**config.mk**
```make
export PLATFORM = sky130hd
export DESIGN_NAME = puf_ctrl
export DESIGN_NICKNAME = d
export VERILOG_FILES = /design/src/rtl/puf_ctrl.sv
export SDC_FILE = /design/constraint.sdc
export NUM_CORES = 1
export LEC_CHECK = 0
export CAP_MARGIN = 10
export CORE_AREA = 2 2 77 79
export CTS_CLUSTER_SIZE = 10
export DETAILED_ROUTE_END_ITERATION = 16
export DIE_AREA = 0 0 79 81
export PLACE_DENSITY = 0.67
export SKIP_LAST_GASP = 1
export SYNTH_ARGS = -nofsm -noshare
export SYNTH_HDL_FRONTEND = slang
export SYNTH_SLANG_ARGS = --single-unit
```
**constraint.sdc**
```tcl
create_clock -name clk -period 2.7 [get_ports clk]
set_clock_uncertainty 0.05 [all_clocks]
set_input_delay 0.54 -clock clk [delete_from_list [all_inputs] [get_ports clk]]
set_output_delay 0.54 -clock clk [all_outputs]
set_load 0.02 [all_outputs]
```
**src/rtl/puf_ctrl.sv**
```systemverilog
// Delay-PUF sequencer: steps LFSR challenges through the arbiter chain and majority-votes each response bit.
// Define PUF_CTRL_CONFIDENCE_EN to add unstable_cnt, the number of bits whose votes were not unanimous.
module puf_ctrl #(
    parameter int unsigned       LENGTH    = 8,
    parameter int unsigned       RESP_BITS = 16,
    parameter int unsigned       VOTES     = 5,
    parameter int unsigned       SETTLE    = 8,
    parameter int unsigned       GAP       = 4,
    parameter logic [LENGTH-1:0] TAPS      = 8'hB8
) (
    input  logic                 clk,
    input  logic                 reset,
    input  logic                 start,
    input  logic [LENGTH-1:0]    seed,
    output logic [LENGTH-1:0]    puf_challenge,
    output logic                 puf_run,
    input  logic                 puf_result,
    output logic                 busy,
    output logic                 done,
    output logic [RESP_BITS-1:0] response
`ifdef PUF_CTRL_CONFIDENCE_EN
    ,
    output logic [$clog2(RESP_BITS):0] unstable_cnt
`endif
);

    localparam int unsigned BIT_W  = $clog2(RESP_BITS) + 1;
    localparam int unsigned VOTE_W = $clog2(VOTES) + 1;
    localparam int unsigned TMAX   = (GAP > SETTLE) ? GAP : SETTLE;
    localparam int unsigned TMR_W  = $clog2(TMAX) + 1;

    typedef enum logic [2:0] {IDLE, LOAD, ARM, FIRE, COMMIT, DONE} state_t;

    state_t              state, state_nxt;
    logic [TMR_W-1:0]    tmr, tmr_nxt;
    logic [BIT_W-1:0]    bit_cnt, bit_nxt, bit_inc;
    logic [VOTE_W-1:0]   eval_cnt, eval_nxt, eval_inc;
    logic [VOTE_W-1:0]   ones_cnt, ones_nxt;
    logic [LENGTH-1:0]   seed_q, seed_nxt;
    logic [LENGTH-1:0]   chal_nxt;
    logic [RESP_BITS-1:0] resp_nxt;
    logic                run_nxt, busy_nxt, done_nxt;
    logic                maj, feedback;
`ifdef PUF_CTRL_CONFIDENCE_EN
    logic [BIT_W-1:0]    unst_nxt;
`endif

    // State and all registered outputs
    always_ff @(posedge clk) begin
        if (reset) begin
            state         <= IDLE;
            tmr           <= '0;
            bit_cnt       <= '0;
            eval_cnt      <= '0;
            ones_cnt      <= '0;
            seed_q        <= '0;
            puf_challenge <= '0;
            puf_run       <= 1'b0;
            busy          <= 1'b0;
            done          <= 1'b0;
            response      <= '0;
`ifdef PUF_CTRL_CONFIDENCE_EN
            unstable_cnt  <= '0;
`endif
        end else begin
            state         <= state_nxt;
            tmr           <= tmr_nxt;
            bit_cnt       <= bit_nxt;
            eval_cnt      <= eval_nxt;
            ones_cnt      <= ones_nxt;
            seed_q        <= seed_nxt;
            puf_challenge <= chal_nxt;
            puf_run       <= run_nxt;
            busy          <= busy_nxt;
            done          <= done_nxt;
            response      <= resp_nxt;
`ifdef PUF_CTRL_CONFIDENCE_EN
            unstable_cnt  <= unst_nxt;
`endif
        end
    end

    // Next-state and next-output logic
    always_comb begin
        state_nxt = state;
        tmr_nxt   = tmr;
        bit_nxt   = bit_cnt;
        eval_nxt  = eval_cnt;
        ones_nxt  = ones_cnt;
        seed_nxt  = seed_q;
        chal_nxt  = puf_challenge;
        resp_nxt  = response;
`ifdef PUF_CTRL_CONFIDENCE_EN
        unst_nxt  = unstable_cnt;
`endif
        bit_inc   = bit_cnt + BIT_W'(1);
        eval_inc  = eval_cnt + VOTE_W'(1);
        maj       = ones_cnt > VOTE_W'(VOTES / 2);
        feedback  = ^(puf_challenge & TAPS);

        case (state)
            IDLE: begin
                if (start) begin
                    seed_nxt  = seed;
                    state_nxt = LOAD;
                end
            end
            LOAD: begin
                // An all-zero LFSR state would lock up, so substitute 1
                chal_nxt  = (seed_q == '0) ? LENGTH'(1) : seed_q;
                resp_nxt  = '0;
                bit_nxt   = '0;
                eval_nxt  = '0;
                ones_nxt  = '0;
                tmr_nxt   = '0;
`ifdef PUF_CTRL_CONFIDENCE_EN
                unst_nxt  = '0;
`endif
                state_nxt = ARM;
            end
            ARM: begin
                if (tmr == TMR_W'(GAP - 1)) begin
                    tmr_nxt   = '0;
                    state_nxt = FIRE;
                end else begin
                    tmr_nxt = tmr + TMR_W'(1);
                end
            end
            FIRE: begin
                if (tmr == TMR_W'(SETTLE - 1)) begin
                    tmr_nxt   = '0;
                    ones_nxt  = ones_cnt + VOTE_W'(puf_result);
                    eval_nxt  = eval_inc;
                    state_nxt = (eval_inc < VOTE_W'(VOTES)) ? ARM : COMMIT;
                end else begin
                    tmr_nxt = tmr + TMR_W'(1);
                end
            end
            COMMIT: begin
                resp_nxt  = {response[RESP_BITS-2:0], maj};
                chal_nxt  = {puf_challenge[LENGTH-2:0], feedback};
`ifdef PUF_CTRL_CONFIDENCE_EN
                if ((ones_cnt != '0) && (ones_cnt < VOTE_W'(VOTES)))
                    unst_nxt = unstable_cnt + BIT_W'(1);
`endif
                ones_nxt  = '0;
                eval_nxt  = '0;
                bit_nxt   = bit_inc;
                state_nxt = (bit_inc == BIT_W'(RESP_BITS)) ? DONE : ARM;
            end
            DONE: begin
                state_nxt = IDLE;
            end
            default: begin
                state_nxt = IDLE;
            end
        endcase

        run_nxt  = (state_nxt == FIRE);
        busy_nxt = (state_nxt != IDLE);
        done_nxt = (state_nxt == DONE);
    end

endmodule

```
[Word level (Yosys, flattened, before mapping)]
Cells that the tools add are included.
W data, S select, Z words.
Cells by class
  add/subtract/negate cells: 4
  magnitude comparators: 2
  equality and inequality tests: 10
  mux-type cells: 17
  reduce and logical (&&, ||, !) cells: 10
Operators by type and width (count)
  $pmux W16 S2: 1
  $mux W4: 4
  $pmux W4 S2: 2
  $pmux W8 S2: 1
  $mux W3: 5
  $pmux W3 S5: 1
  $pmux W4 S3: 1
  $pmux W5 S2: 1
  $eq A3 B2 Y1 const B: 3
  $add A4 B1 Y4 const B: 2
  $logic_not A8 Y1: 1
  $mux W8: 1
  $reduce_xor A8 Y1: 1
  $eq A3 B3 Y1 const B: 2
  $reduce_bool A3 Y1: 2
  $add A5 B1 Y5 const B: 1
  $eq A5 B5 Y1 const B: 1
  $add A4 B1 Y4: 1
  $eq A4 B2 Y1 const B: 1
  $eq A4 B3 Y1 const B: 1
  $gt A4 B2 Y1 const B: 1
  $lt A4 B3 Y1 const B: 1
  $reduce_and A2 Y1: 2
  $reduce_bool A2 Y1: 2
  4 further kinds: 4
Storage, ports and cells
  register bits after elaboration: 55

[Logic depth before layout (Yosys ltp)]
Gate-level depths: netlist of the first run.
  depth in word-level cells: 6
  gate-level depth with buffers: 6
  gate-level depth less buffers: 5

[Least setup slack after synthesis of the first run]
Ideal clock, no wire load.
  path kind: register to register
  start: register state[2]
  end: register bit_cnt[3]
  setup time: 0.079 ns
  arrival: 1.245 ns
  data required time: 2.571 ns
  path slack: 1.325 ns
  cell stages (with the launch flop): 6
  path buffers: 1
  path through: dfxtp_1 -> or3b_1 -> buf_4 -> nor2_1 -> nor2_1 -> a211oi_2
Between the ends
  word-level cells in the longest chain between the ends: 2
  elaborated cells on any way between the ends: 4
  those cells by class: eq/ne (2); mux (1); reduce/logical (1)
Ends and longest elaborated chain
  start: declaration: RTL line 34  | state_t state, state_nxt;
  start signal: assignment: RTL line 66  | state <= state_nxt;
  $eq A3 B3 Y1 / $eq A3 B1 Y1 (equally long branches): RTL line 101  | case (state)
  $pmux W5 S2 / $reduce_bool A2 Y1 (equally long branches)
  end signal: assignment: RTL line 68  | bit_cnt <= bit_nxt;
  end: declaration: RTL line 36  | logic [BIT_W-1:0] bit_cnt, bit_nxt, bit_inc;
Several ways; a longest one is shown, not always the timed one.
A chain may end at the register's enable or synchronous reset.

[Worst setup path in the final report of the first run]
  start: register puf_challenge[5]
  end: output puf_challenge[5]
RTL lines
  start: declaration: RTL line 15  | output logic [LENGTH-1:0] puf_challenge,
  start signal: assignment: RTL line 72  | puf_challenge <= chal_nxt;
No word-level cell between the ends.

==> results_dict.tcl, run 1 <==
set metrics [dict create \
    worstSetupPathType "flip-flop to output port" \
    dr.first_iter.drc_count 71 \
    io_buffers 38 \
    cts_buffer_depth 2 \
    drc 0 \
    synthTopCellsByArea "dfxtp_1, a22oi_1, nor2_1" \
    firstDrtPassIters 4 \
    crit_start "puf_challenge[5]" \
    timing.fmax_mhz 514 \
    synth_top_area_share 0.453 \
    postCtsHoldBufs 0 \
    ys_ff_latch 55 \
    post-cts-setup-buffers 0 \
    synth_area_um2 2430 \
    seq_area_frac_synth 0.453 \
    cts_max_level 2 \
    grt_pass1_vias 1867 \
    antenna_left 0 \
    synthDistinctLibCells 49 \
    die-area_um2 6400 \
    fp.dieH_um 81 \
    synth_fp_nets 293 \
    grt_max_degree 27 \
    worst-path-max-fanout 4 \
    cp-end-kind "output port" \
    ios 39 \
    crit_buf_inv 1 \
    hold_start "seed_q[0]" \
    leakage_nw 1.00 \
    outcome "finished, final reports clean" \
    cp.arrival_ps 1360 \
    cpPeakStageDelay_ps 630 \
    syn_inst 275 \
    wirelength_met1_mm 2.50 \
    setup_viol 0 \
    synth_edf_count 0 \
    cpMaxStageDelayCell "clkdlybuf4s50_1" \
    start_util 0.428 \
    cts_sinks 55 \
    tns_ps 0 \
    synth_area_leader_cell "dfxtp_1" \
    route.met3.wl_um 103 \
    syn2layout_area_growth_pct 21.1 \
    ys_async_sr_fraction 0 \
    ys_warn_count 0 \
    required_ps 2110 \
    wl_mm 5.01 \
    grt_overflow 0 \
    rr_worst_depth 3 \
    timing.final.crit_share 0.720 \
    cts_root_buf "clkbuf_8" \
    highest_layer "met4" \
    track_usage 0.163 \
    hold_class "flip-flop to flip-flop" \
    vias 2024 \
    fin_crit_ps 1950 \
    worst_slew_pin_slew_ps 550 \
    diodes 0 \
    rows 28 \
    crit_family "buffers and inverters" \
    hold_violations 0 \
    grt_pass1_wl_mm 8.35 \
    die_w_um 79 \
    cts_tree "done" \
    place.gp.congestion 0.771 \
    path_cells "clkdlybuf4s50_1" \
    clock_latency_ps 310 \
    post_drt_wl_per_cell_um 13.1 \
    rsz0062_at_grt "no" \
    maxCapViolCount 0 \
    whs_ps 417 \
    hpwl_mm 3.47 \
    crit_path_start_kind "flip-flop" \
    synthFlopType "dfxtp_1" \
    grt_antenna_before_repair 0 \
    wl_met2_mm 2.34 \
    viasPerCell 5.28 \
    fin_area_um2 2940 \
    core_um2 5680 \
    hold_depth 2 \
    p_per_area_nw_per_um2 519 \
    avgSynthCellArea_um2 8.84 \
    cts_buffers 5 \
    postCtsResizedCells 0 \
    layout.nets 325 \
    slew_viol_final 0 \
    ir_worst_vdd_uv 221 \
    drive_gt1_frac 0.0747 \
    dpl_cell_area_um2 2840 \
    clkTransAtPathRegs_ps 90 \
    timing.rr.start "state[2]" \
    slew_headroom 0.633 \
    worst-path-stages 1 \
]
==> cells in the mapped netlist, types with 4 or more instances <==
cell type and instances:
a311oi_1 6, dfxtp_1 55, clkbuf_1 7, nor2b_1 4, nand3_1 7, nor3_1 13, a21oi_1 17, ha_1 6
buf_2 6, a22oi_1 20, nor2_1 37, nand2_1 31, xnor2_1 8, buf_4 4, nand2b_1 4
==> per-layer routing <==
layer  vias up  GRT usage
met5         -          0
met4         0     0.0569
met3         6     0.0333
met2        18      0.275
met1       962      0.207
li1       1038          -
==> worst paths after layout <==
kind	to	slack [ps]
worst max-delay path	puf_challenge[5]	750
worst min-delay path	seed_q[0]	420
worst max register to register	bit_cnt[4]	790
worst min register to register	seed_q[0]	420
==> state kept, by name (all words and copies together) (netlist names) <==
register,flops
done,1
bit_cnt,5
seed_q,8
response,16
ones_cnt,4
tmr,4
state,3
puf_run,1
puf_challenge,8
eval_cnt,4
busy,1
==> metrics by stage <==
stage / util / total power [mW] / std cells / setup WS (ps)
2_1_floorplan: - / 0.990 / 275 / 1330
3_3_place_gp: 0.500 / 1.05 / 375 / 856
3_5_place_dp: 0.500 / 1.05 / 375 / 812
4_1_cts: 0.519 / 1.55 / 383 / 733
5_1_grt: 0.519 / 1.60 / 383 / 637
6_report: 0.519 / 1.53 / 383 / 755
==> power by group <==
group	leakage (nW)	switching [mW]	internal (mW)
sequential	0.446	0.0285	0.835
clock	0.0505	0.261	0.234
combinational	0.504	0.0931	0.0771
total	1.00	0.383	1.15
==> layout by cell type, fill, tap and decap left out, types with 2 or more instances in the layout <==
cell              n
dfxtp_1          55
clkdlybuf4s50_1  37
xnor2_1           8
o22ai_1           3
nor2_2            2
a211oi_1          2
nor2b_1           4
nor3_2            2
or2_1             2
a21oi_1          17
mux2i_1           2
a22oi_1          20
ha_1              6
a311oi_1          6
nand3_1           7
clkbuf_8          7
o211ai_1          2
nor2_1           37
nand2_1          31
o21ai_1           2
nor4_1            2
nand2b_1          4
o21ai_0           3
buf_4             5
xor2_1            3
nor3_1           13
nand3b_1          3
==> logic make-up after synthesis <==
group,count (synthesis),share of synthesized area
DFF,55,0.453
xor gates and xnor gates,11,0.0397
adders and majority gates,6,0.0309
buffers and inverters,19,0.0417
AOI/OAI and AO/OA,65,0.187
muxes,2,0.00824
and+or+nand+nor,117,0.239
==> area by class of cell <==
| class | count | area (um^2) |
|---|---|---|
| sequential | 55 | 1100 |
| timing repair buffer | 43 | 413 |
| inverter | 1 | 3.75 |
| clock inverter | 1 | 7.51 |
| clock buffer | 7 | 96.3 |
| tap | 75 | 93.8 |
| fill | 553 | 2730 |
| multi-input combinational | 201 | 1230 |
No activity file was read; power rests on OpenSTA's default activity.
==> run 2: changes to the inputs <==
clock period = 1.8 ns   (was 2.7 ns; I/O delays follow)
==> run 2 against run 1 <==
Sequential cell count stayed put. Wire length about the same. First-iteration DRC count increased by 30%.
==> results_dict.tcl, run 2 (synthesis gave the netlist of run 1 again) <==
set metrics [dict create \
    outcome "finished, final reports clean" \
    timing.fmax_mhz 571 \
    maxCapViolCount 0 \
    cts_buffer_depth 2 \
    grt_overflow 0 \
    vias 2039 \
    worst-path-stages 1 \
    cts_tree "done" \
    grt_pass1_wl_mm 8.50 \
    worst_slew_pin_slew_ps 437 \
    fin_crit_ps 1750 \
    worst-path-max-fanout 3 \
    clock_latency_ps 300 \
    cpPeakStageDelay_ps 640 \
    die-area_um2 6400 \
    grt_antenna_before_repair 0 \
    slew_viol_final 0 \
    whs_ps 372 \
    syn2layout_area_growth_pct 24.6 \
    diodes 0 \
    rsz0062_at_grt "no" \
    viasPerCell 5.26 \
    ios 39 \
    reg_top3 "response x16, puf_challenge x8, seed_q x8" \
    hold_end "state[1]" \
    cts_root_buf "clkbuf_8" \
    layout_commonest_cell "dfxtp_1" \
    worstSetupPathType "flip-flop to output port" \
    io_buffers 38 \
    grt_pass1_vias 1814 \
    cpMaxStageDelayCell "clkdlybuf4s50_1" \
    largest_register_ffs 16 \
    timing.final.crit_share 0.973 \
    layout.nets 330 \
    p_per_area_nw_per_um2 794 \
    crit_path_start_kind "flip-flop" \
    multi_input_area_um2 1230 \
    fillCellCount 536 \
    cp.arrival_ps 1340 \
    path_cells "clkdlybuf4s50_1" \
    hold_start "reset" \
    hold_class "input pin to flip-flop" \
    clkTransAtPathRegs_ps 90 \
    core_um2 5680 \
    top_register "response" \
    r2r_slack_ps 220 \
    seqCellArea_um2 1100 \
    timing.rr.start "state[1]" \
    post_drt_wl_per_cell_um 12.9 \
    leakage_nw 1.09 \
    cts_max_level 2 \
    drc 0 \
    die_w_um 79 \
    setup_viol 0 \
    hpwl_mm 3.39 \
    firstDrtPassIters 4 \
    wl_mm 5.01 \
    slew_headroom 0.707 \
    grt_max_degree 53 \
    cp-end-kind "output port" \
    p_total_mw 2.40 \
    rows 28 \
    start_util 0.428 \
    fp.dieH_um 81 \
    layout_common_cells "dfxtp_1, nor2_1, clkdlybuf4s50_1" \
    place.gp.congestion 0.818 \
    rr_endpoint "bit_cnt[4]" \
    hold_violations 0 \
    antenna_left 0 \
    cts_sinks 55 \
    dr.first_iter.drc_count 92 \
    required_ps 1390 \
    postCtsHoldBufs 0 \
    rr_worst_depth 3 \
    crit_family "buffers and inverters" \
    track_usage 0.167 \
    drive_gt1_frac 0.0895 \
    tns_ps 0 \
    ir_worst_vdd_uv 479 \
    crit_buf_inv 1 \
    cts_buffers 5 \
    hold_depth 3 \
]
run 2: changes by cell type in the layout (fill, tap and decap cells not counted), sizes merged:
cell / delta
clkbuf: -1
buf: +5
dlymetal6s2s: +3
clkinvlp: -1
bufinv: +1
clkinv: +1
clkdlybuf4s50: -3
run 2: repair_timing:
| action | CTS | global route |
|---|---|---|
| setup buffers | 0 | 0 |
| gates resized for setup | 0 | 3 |
| setup endpoints to repair | 0 | 3 |
run 2: worst max path at each step:
| stage | startpoint | end | slack [ps] |
|---|---|---|---|
| 2_1_floorplan | state[2] | bit_cnt[3] | 430 |
| 3_3_place_gp | puf_result | ones_cnt[1] | 160 |
| 3_5_place_dp | start | seed_q[3] | 110 |
| 4_1_cts | puf_challenge[5] | puf_challenge[5] | 3 |
| 5_1_grt | response[0] | response[0] | 0.6 |
| 6_report | response[0] | response[0] | 50 |
run 2: per-layer routing:
layer  wire [um]  global-route usage  vias up
met5           0                   0        -
met4          77              0.0517        0
met3         122              0.0367        6
met2        2320               0.275       19
met1        2500               0.220      964
li1            -                   -     1050
run 2: per-stage QoR:
stage          cells  instance area (um^2)  setup WS, ps   util
6_report         388                  3030          48.1  0.533
5_1_grt          388                  3030         0.621  0.533
4_1_cts          388                  3020          2.89  0.532
3_5_place_dp     380                  2900           107  0.511
3_3_place_gp     380                  2900           160  0.511
2_1_floorplan    275                  2430           425      -
run 2: report_power, final:
part	total, mW	switching [mW]	internal, mW
clock network	0.843	0.392	0.451
registers	1.29	0.0361	1.25
logic	0.273	0.147	0.126
run 2: area by class of cell:
class,count,area share
sequential,55,0.364
clock buffer,6,0.0273
tap,75,0.0310
clock inverter,2,0.0116
timing repair buffer,48,0.160
inverter,1,0.00124
multi-input combinational,201,0.406
==> run 3: changes to the inputs <==
CELL_PAD_IN_SITES_DETAIL_PLACEMENT = 2   (was default)
CELL_PAD_IN_SITES_GLOBAL_PLACEMENT = 2   (was default)
CORE_AREA = 2 2 91 93   (was 2 2 77 79)
DIE_AREA = 0 0 93 95   (was 0 0 79 81)
PLACE_DENSITY = default   (was 0.67)
PLACE_DENSITY_LB_ADDON = 0.1   (was default)
==> run 3 against run 2 <==
First-iteration DRC count is 57% lower. Fmax is 1.3% higher. Sequential share of layout area is 0.28 points lower. Die area is 38% higher. Sequential cell count stayed put.
==> results_dict.tcl, run 3 (synthesis gave the netlist of run 1 again) <==
set metrics [dict create \
    outcome "finished, final reports clean" \
    reg_top3 "response x16, puf_challenge x8, seed_q x8" \
    hold_violations 0 \
    hold_end "bit_cnt[3]" \
    ios 39 \
    required_ps 1390 \
    fin_ws_ps 69.8 \
    hold_start "reset" \
    r2r_slack_ps 150 \
    cts_root_buf "clkbuf_8" \
    ir_worst_vdd_uv 281 \
    io_buffers 38 \
    rr_endpoint "puf_run" \
    crit_family "buffers and inverters" \
    cpMaxStageDelayCell "clkdlybuf4s50_1" \
    rows 33 \
    dr.first_iter.drc_count 40 \
    hold_class "input pin to flip-flop" \
    layout.nets 334 \
    worst-path-stages 1 \
    fp.dieH_um 95 \
    hpwl_mm 4.58 \
    fillCellCount 891 \
    p_per_area_nw_per_um2 744 \
    cp.arrival_ps 1320 \
    crit_start "response[3]" \
    crit_buf_inv 1 \
    place.gp.congestion 0.691 \
    firstDrtPassIters 4 \
    post-cts-setup-buffers 0 \
    wl_mm 6.27 \
    die-area_um2 8840 \
    start_util 0.307 \
    cts_sinks 55 \
    antenna_left 0 \
    hold_depth 2 \
    grtUsageMet2 0.261 \
    vias 2106 \
    rr_worst_depth 5 \
    grt-busiest-layer "met2" \
    grt_antenna_before_repair 0 \
    path_cells "clkdlybuf4s50_1" \
    clock_latency_ps 310 \
    cts_buffer_depth 2 \
    clkTransAtPathRegs_ps 100 \
    largest_register_ffs 16 \
    met1_usage 0.190 \
    drc 0 \
    layout_common_cells "dfxtp_1, nor2_1, clkdlybuf4s50_1" \
    rsz0062_at_grt "no" \
    timing.rr.start "tmr[0]" \
    viasPerCell 4.99 \
    fin_crit_ps 1730 \
    worst-path-max-fanout 3 \
    diodes 0 \
    cts_buffers 5 \
    grt_pass1_vias 2172 \
    maxCapViolCount 0 \
    syn2layout_area_growth_pct 25.5 \
    tns_ps 0 \
    worstSetupPathType "flip-flop to output port" \
    layout_commonest_cell "dfxtp_1" \
    leakage_nw 1.10 \
    pre_cts_ws_ps 113 \
    die_w_um 93 \
    core_um2 7930 \
    track_usage 0.150 \
    timing.final.crit_share 0.961 \
    post_drt_wl_per_cell_um 14.9 \
    setup_viol 0 \
    top_register "response" \
    cts_tree "done" \
    grt_max_degree 30 \
    crit_path_start_kind "flip-flop" \
    grt_pass1_wl_mm 10.6 \
    cp-end-kind "output port" \
    use_met3 0.0287 \
    cts_max_level 2 \
    grt_overflow 0 \
    timing.fmax_mhz 578 \
    cpPeakStageDelay_ps 620 \
    worst_slew_pin_slew_ps 440 \
    slew_headroom 0.705 \
    slew_viol_final 0 \
    drive_gt1_frac 0.101 \
]
==> run 3: cell count changes in the layout (fill, tap and decap cells not counted) <==
cell,previous run,this run
buf_4,8,13
buf_12,2,1
bufinv_16,1,0
clkbuf_8,6,5
clkdlybuf4s50_1,34,33
clkinv_2,1,2
dlygate4sd2_1,0,1
inv_6,0,1
==> run 3: routing by layer <==
metal | vias up | part of all wire
li1 | 1059 | -
met1 | 1014 | 0.48
met2 | 27 | 0.49
met3 | 6 | 0.024
met4 | 0 | 0.012
met5 | - | 0
==> run 3: layout make-up <==
cell class,count,area [um^2],share of cell area
Multi-Input combinational cell,201,1230,0.402
Clock inverter,3,18.8,0.00615
Tap cell,105,131,0.0431
Clock buffer,5,68.8,0.0226
Sequential cell,55,1100,0.361
Inverter,1,3.75,0.00123
Timing Repair Buffer,52,499,0.164
==> run 3: how the worst max path moves through the flow <==
stage	slack, ps	to
3_5_place_dp	110	seed_q[6]
4_1_cts	20	puf_challenge[3]
3_3_place_gp	110	seed_q[7]
6_report	70	response[3]
5_1_grt	9	response[3]
2_1_floorplan	430	bit_cnt[3]
==> run 3: stage by stage <==
stage	total power [mW]	hold slack [ps]	std cells	area, um^2	util
2_1_floorplan	1.48	383	275	2430	-
3_3_place_gp	1.61	399	414	2960	0.373
3_5_place_dp	1.61	412	414	2960	0.373
4_1_cts	2.32	311	422	3040	0.384
5_1_grt	2.40	330	422	3050	0.385
6_report	2.27	311	422	3050	0.385
==> run 3: repair_timing <==
item | 4_1_cts | 5_1_grt
gates resized for setup | 1 | 3
endpoints found under the hold margin | 0 | 0
hold buffers | 0 | 0
setup endpoints to repair | 1 | 3
==> run 3: power by group <==
| part | internal (mW) | leakage, nW | switching [mW] |
|---|---|---|---|
| Combinational | 0.128 | 0.608 | 0.157 |
| Clock | 0.275 | 0.0483 | 0.423 |
| Sequential | 1.25 | 0.446 | 0.0353 |
